File: src/rtl/pipe_pkg.sv
// Shared pipeline types: in-flight writer slot, x0 constant and operand-select width helper.
// Used by the forwarding unit and the datapath pipeline registers.
package pipe_pkg;

  localparam logic [4:0] X0 = 5'd0;

  typedef struct packed {
    logic       valid;
    logic [4:0] rd;
    logic       regwren;
    logic       is_load;
  } slot_t;

  // Select code 0 means register file, k+1 means slot k.
  function automatic int sel_width(input int nstages);
    return $clog2(nstages + 1);
  endfunction

endpackage

File: src/rtl/fwd_match.sv
// Priority search of the in-flight slots for one source register; youngest match wins.
// Purely combinational; reports whether the winning writer's result is available yet.
module fwd_match
  import pipe_pkg::*;
#(
  parameter int NSTAGES         = 3,
  parameter int LOAD_READY_SLOT = 1,
  parameter int SELW            = sel_width(NSTAGES)
) (
  input  slot_t            slots [NSTAGES],
  input  logic [4:0]       rs,
  output logic             hit,
  output logic             ready,
  output logic [SELW-1:0]  sel
);

  // Scan oldest to youngest so the lowest matching index is the last one written.
  always_comb begin
    hit   = 1'b0;
    ready = 1'b0;
    sel   = '0;
    for (int k = NSTAGES - 1; k >= 0; k--) begin
      if (slots[k].valid && slots[k].regwren && (slots[k].rd == rs) && (rs != X0)) begin
        hit   = 1'b1;
        ready = !slots[k].is_load || (k >= LOAD_READY_SLOT);
        sel   = SELW'(k + 1);
      end
    end
  end

endmodule

File: src/rtl/fwd_hazard_unit.sv
// Operand forwarding and load-use stall for the RV32I pipeline; stall is combinational, no added latency.
// A stall holds decode and bubbles slot 0; flush always bubbles slot 0 and wins over stall.
module fwd_hazard_unit
  import pipe_pkg::*;
#(
  parameter  int DWIDTH          = 32,
  parameter  int NSTAGES         = 3,
  parameter  int LOAD_READY_SLOT = 1,
  parameter  int CNTW            = 32,
  localparam int SELW            = sel_width(NSTAGES)
) (
  input  logic                      clk,
  input  logic                      reset,
  input  logic                      issue_valid_i,
  input  logic [4:0]                issue_rd_i,
  input  logic                      issue_regwren_i,
  input  logic                      issue_is_load_i,
  input  logic [4:0]                rs1_i,
  input  logic [4:0]                rs2_i,
  input  logic                      rs1_used_i,
  input  logic                      rs2_used_i,
  input  logic [DWIDTH-1:0]         rs1_rf_i,
  input  logic [DWIDTH-1:0]         rs2_rf_i,
  input  logic [NSTAGES*DWIDTH-1:0] stage_data_i,
  input  logic                      flush_i,
  output logic [DWIDTH-1:0]         rs1_data_o,
  output logic [DWIDTH-1:0]         rs2_data_o,
  output logic [SELW-1:0]           rs1_sel_o,
  output logic [SELW-1:0]           rs2_sel_o,
  output logic                      stall_o,
  output logic [CNTW-1:0]           stall_cycles_o
);

  slot_t           slots [NSTAGES];
  logic            rs1_hit, rs1_ready, rs2_hit, rs2_ready;
  logic [SELW-1:0] rs1_win, rs2_win;

  fwd_match #(.NSTAGES(NSTAGES), .LOAD_READY_SLOT(LOAD_READY_SLOT), .SELW(SELW)) u_match_rs1 (
    .slots (slots),
    .rs    (rs1_i),
    .hit   (rs1_hit),
    .ready (rs1_ready),
    .sel   (rs1_win)
  );

  fwd_match #(.NSTAGES(NSTAGES), .LOAD_READY_SLOT(LOAD_READY_SLOT), .SELW(SELW)) u_match_rs2 (
    .slots (slots),
    .rs    (rs2_i),
    .hit   (rs2_hit),
    .ready (rs2_ready),
    .sel   (rs2_win)
  );

  function automatic logic [DWIDTH-1:0] slot_result(input logic [SELW-1:0] s,
                                                    input logic [DWIDTH-1:0] rf);
    logic [DWIDTH-1:0] r;
    r = rf;
    for (int k = 0; k < NSTAGES; k++) begin
      if (s == SELW'(k + 1)) r = stage_data_i[k*DWIDTH +: DWIDTH];
    end
    return r;
  endfunction

  always_comb begin
    rs1_sel_o = (rs1_hit && rs1_ready) ? rs1_win : '0;
    rs2_sel_o = (rs2_hit && rs2_ready) ? rs2_win : '0;
    rs1_data_o = slot_result(rs1_sel_o, rs1_rf_i);
    rs2_data_o = slot_result(rs2_sel_o, rs2_rf_i);
    stall_o = (rs1_hit && !rs1_ready && rs1_used_i) || (rs2_hit && !rs2_ready && rs2_used_i);
  end

  always_ff @(posedge clk) begin
    if (reset) begin
      for (int k = 0; k < NSTAGES; k++) slots[k] <= '0;
    end else begin
      for (int k = 1; k < NSTAGES; k++) slots[k] <= slots[k-1];
      if (issue_valid_i && !stall_o && !flush_i) begin
        slots[0] <= '{valid: 1'b1, rd: issue_rd_i, regwren: issue_regwren_i,
                      is_load: issue_is_load_i};
      end else begin
        slots[0] <= '0;
      end
    end
  end

  always_ff @(posedge clk) begin
    if (reset) begin
      stall_cycles_o <= '0;
    end else if (stall_o && (stall_cycles_o != {CNTW{1'b1}})) begin
      stall_cycles_o <= stall_cycles_o + 1'b1;
    end
  end

endmodule

File: config.mk
export PLATFORM = sky130hd
export DESIGN_NAME = fwd_hazard_unit
export DESIGN_NICKNAME = d
export VERILOG_FILES = /design/src/rtl/pipe_pkg.sv /design/src/rtl/fwd_match.sv /design/src/rtl/fwd_hazard_unit.sv
export SDC_FILE = /design/constraint.sdc
export NUM_CORES = 1
export LEC_CHECK = 0
export BUFFER_PORTS_ARGS = -buffer_cell sky130_fd_sc_hd__clkbuf_2
export CAP_MARGIN = 20
export CORE_AREA = 5 5 108 110
export CTS_BUF_LIST = sky130_fd_sc_hd__clkbuf_8
export DETAILED_ROUTE_END_ITERATION = 12
export DIE_AREA = 0 0 113 115
export PLACE_DENSITY_LB_ADDON = 0.1
export SYNTH_ARGS = -nofsm -noshare
export SYNTH_HDL_FRONTEND = slang
export SYNTH_HIERARCHICAL = 1
export SYNTH_SLANG_ARGS = --single-unit
export TNS_END_PERCENT = 100
File: constraint.sdc
create_clock -name clk -period 4.4 [get_ports clk]
set_input_delay 0.44 -clock clk [delete_from_list [all_inputs] [get_ports clk]]
set_output_delay 0.44 -clock clk [all_outputs]
set_load 0.01 [all_outputs]
==> impl_results.rst <==
.. list-table::
   :header-rows: 1

   * - Metric
     - Value
   * - Final Routed Wirelength
     - 19500 µm
   * - Placer congestion estimate
     - about 1.0
   * - # Max-Cap Violations
     - 0
   * - Global routing usage summed across all routing layers
     - 0.283
   * - Largest driver fanout on the critical path
     - 32
   * - Initial core utilization
     - 0.445
   * - Required time of the worst setup path
     - between 3 and 4 ns
   * - CP Data Arrival Time
     - about 3.4 ns
   * - Total core area
     - around 11000 µm²
   * - Number of clock buffers inserted by TritonCTS
     - 5
   * - Wire length of the first global-routing pass
     - ~30000 µm
   * - I/O pin total
     - ~280
   * - CTS tree
     - done
   * - Maximum number of pins on one net before global-route repair
     - between 60 and 70
   * - Routed WL per cell
     - 19.3 µm
   * - # H-tree levels
     - 2
   * - Endpoint type of the worst setup path
     - primary output
   * - Root cell of the clock tree
     - sky130_fd_sc_hd__clkbuf_8
   * - Achievable clock frequency
     - 263 MHz
   * - Type of the worst setup path
     - reg2out
   * - Chip height
     - 115 µm
   * - CTS Hold Bufs
     - 0
   * - Pwr/cell area
     - around 160 nW/µm²
   * - Slew margin rel.
     - 0.311
   * - Worst Setup Start Kind
     - flop
   * - Maximum number of buffers from clock root to sink
     - 2
   * - Clock tree skew after final layout
     - around 0.0064 ns
   * - Path category of the worst min-delay check
     - in2reg
   * - Floorplan die area
     - approximately 13000 µm²
   * - Vias post-DR
     - a little under 6000
   * - Antenna violations before repair
     - 5
   * - 1st-pass router iterations
     - 5
   * - Buffers inserted by post-CTS timing repair
     - 0
   * - Status
     - complete, no violations
   * - Final setup violating endpoints
     - 0
   * - Register clock-pin slew on the reported worst setup and hold paths
     - 0.10 ns
   * - Cell area after technology mapping
     - roughly 4700 µm²
   * - Latest clock arrival within the worst-skew pair
     - around 0.3 ns
   * - Post-detailed-placement half-perimeter wirelength
     - ~16000 µm
   * - RSZ-0062 raised after global routing
     - no
   * - Vias in the first global route
     - around 5500
   * - Power Total
     - 1.01 mW
   * - Row count
     - 38
   * - Initial DRC count
     - 411
   * - Synthesized area per cell
     - 7.76 µm²
   * - Gr ovfl total
     - 0
   * - Port Buffer Count
     - ~280
   * - Synthesized instance count
     - ~610
   * - Most common cell after layout, fill and taps aside
     - sky130_fd_sc_hd__clkbuf_2
   * - Number of clock sinks
     - 54
   * - Post-synth net total
     - approximately 790
   * - Max Transition Viols Final
     - 0
   * - Slew at the pin with the worst max-slew slack
     - between 1 and 1.5 ns
   * - Number of warnings reported in the yosys synthesis log
     - 6
   * - Drt via density
     - 5.73
   * - Post-route fraction of the period consumed by the critical path
     - 0.865
   * - Width of the die
     - ~110 µm
   * - Final critical delay including setup and external delays
     - 3.81 ns
   * - Max VDD drop
     - about 0.23 mV
   * - Setup TNS
     - 0 ns
   * - Leakage Power
     - between 2 and 3 nW
   * - Endpoints failing hold
     - 0
   * - Most frequent cells in the layout
     - 283 x sky130_fd_sc_hd__clkbuf_2, 80 x sky130_fd_sc_hd__nand2_1, 66 x sky130_fd_sc_hd__mux2_2, 64 x sky130_fd_sc_hd__o22ai_1, 60 x sky130_fd_sc_hd__o21ai_0
   * - CTS-repair resized insts
     - 0
   * - Final ANT Viol Nets
     - 0
   * - Count of nets after finishing
     - 1049
   * - Signed area change from the synthesized netlist to the final layout
     - 33.9%
   * - Number of design rule violations left after detail routing
     - 0
   * - Share of cells above drive strength 1
     - 0.459
-- critical path, stage by stage, from the launching register on --
cell                       delay, ns
sky130_fd_sc_hd__dfxtp_1        0.40
sky130_fd_sc_hd__xnor2_1        0.15
sky130_fd_sc_hd__nand3_1        0.12
sky130_fd_sc_hd__or4_4          0.56
sky130_fd_sc_hd__a31oi_4        0.20
sky130_fd_sc_hd__and3_1         0.24
sky130_fd_sc_hd__nand2b_2       0.06
sky130_fd_sc_hd__buf_4          0.28
sky130_fd_sc_hd__mux2_2         0.28
sky130_fd_sc_hd__o22ai_1        0.07
sky130_fd_sc_hd__o21ai_0        0.45
sky130_fd_sc_hd__clkbuf_2       0.23
-- power by group --
| part | total, mW | internal (mW) | switching, mW |
|---|---|---|---|
| Sequential | 0.496 | 0.492 | 0.00365 |
| Clock | 0.267 | 0.107 | 0.160 |
| Combinational | 0.250 | 0.129 | 0.121 |
-- registers in the layout, summed over array words and instances (netlist names) --
name and count:
stall_cycles_o 32, slots 22
-- metal layers --
layer	track usage	vias up	share of wire
li1	-	2772	-
met1	0.375	2696	0.42
met2	0.470	270	0.47
met3	0.0584	34	0.083
met4	0.0745	4	0.021
met5	0	-	0.0017
-- metrics by stage --
step	hold WS, ns	setup WS [ns]	area, µm²	utilization	cells
after global placement	0.476	0.829	6230	0.588	998
final	0.327	0.593	6320	0.596	1008
after global routing	0.317	0.490	6320	0.596	1008
after CTS	0.326	0.690	6310	0.595	1005
after detailed placement	0.487	0.745	6230	0.588	998
after floorplan	0.459	1.29	4720	-	608
-- worst paths after layout --
path                            cells past startpoint  slack (ns)          start            endpoint
worst max register to register                      9        1.18      slots[19]  stall_cycles_o[30]
worst min-delay path                                2        0.33  issue_rd_i[1]           slots[19]
worst max-delay path                               11        0.59      slots[12]      rs2_data_o[11]
worst min register to register                      1        0.50      slots[17]            slots[9]
-- area by class of cell --
cell class | count | area, µm²
clock inverters | 2 | 11.3
multi-input cells | 504 | 3440
flip-flops and latches | 54 | 1080
clock buffers | 5 | 68.8
inverters | 6 | 22.5
fillers | 999 | 4280
repair buffers | 294 | 1510
well taps | 140 | 175
diodes | 3 | 7.51
Power figures use the tool's default switching activity.
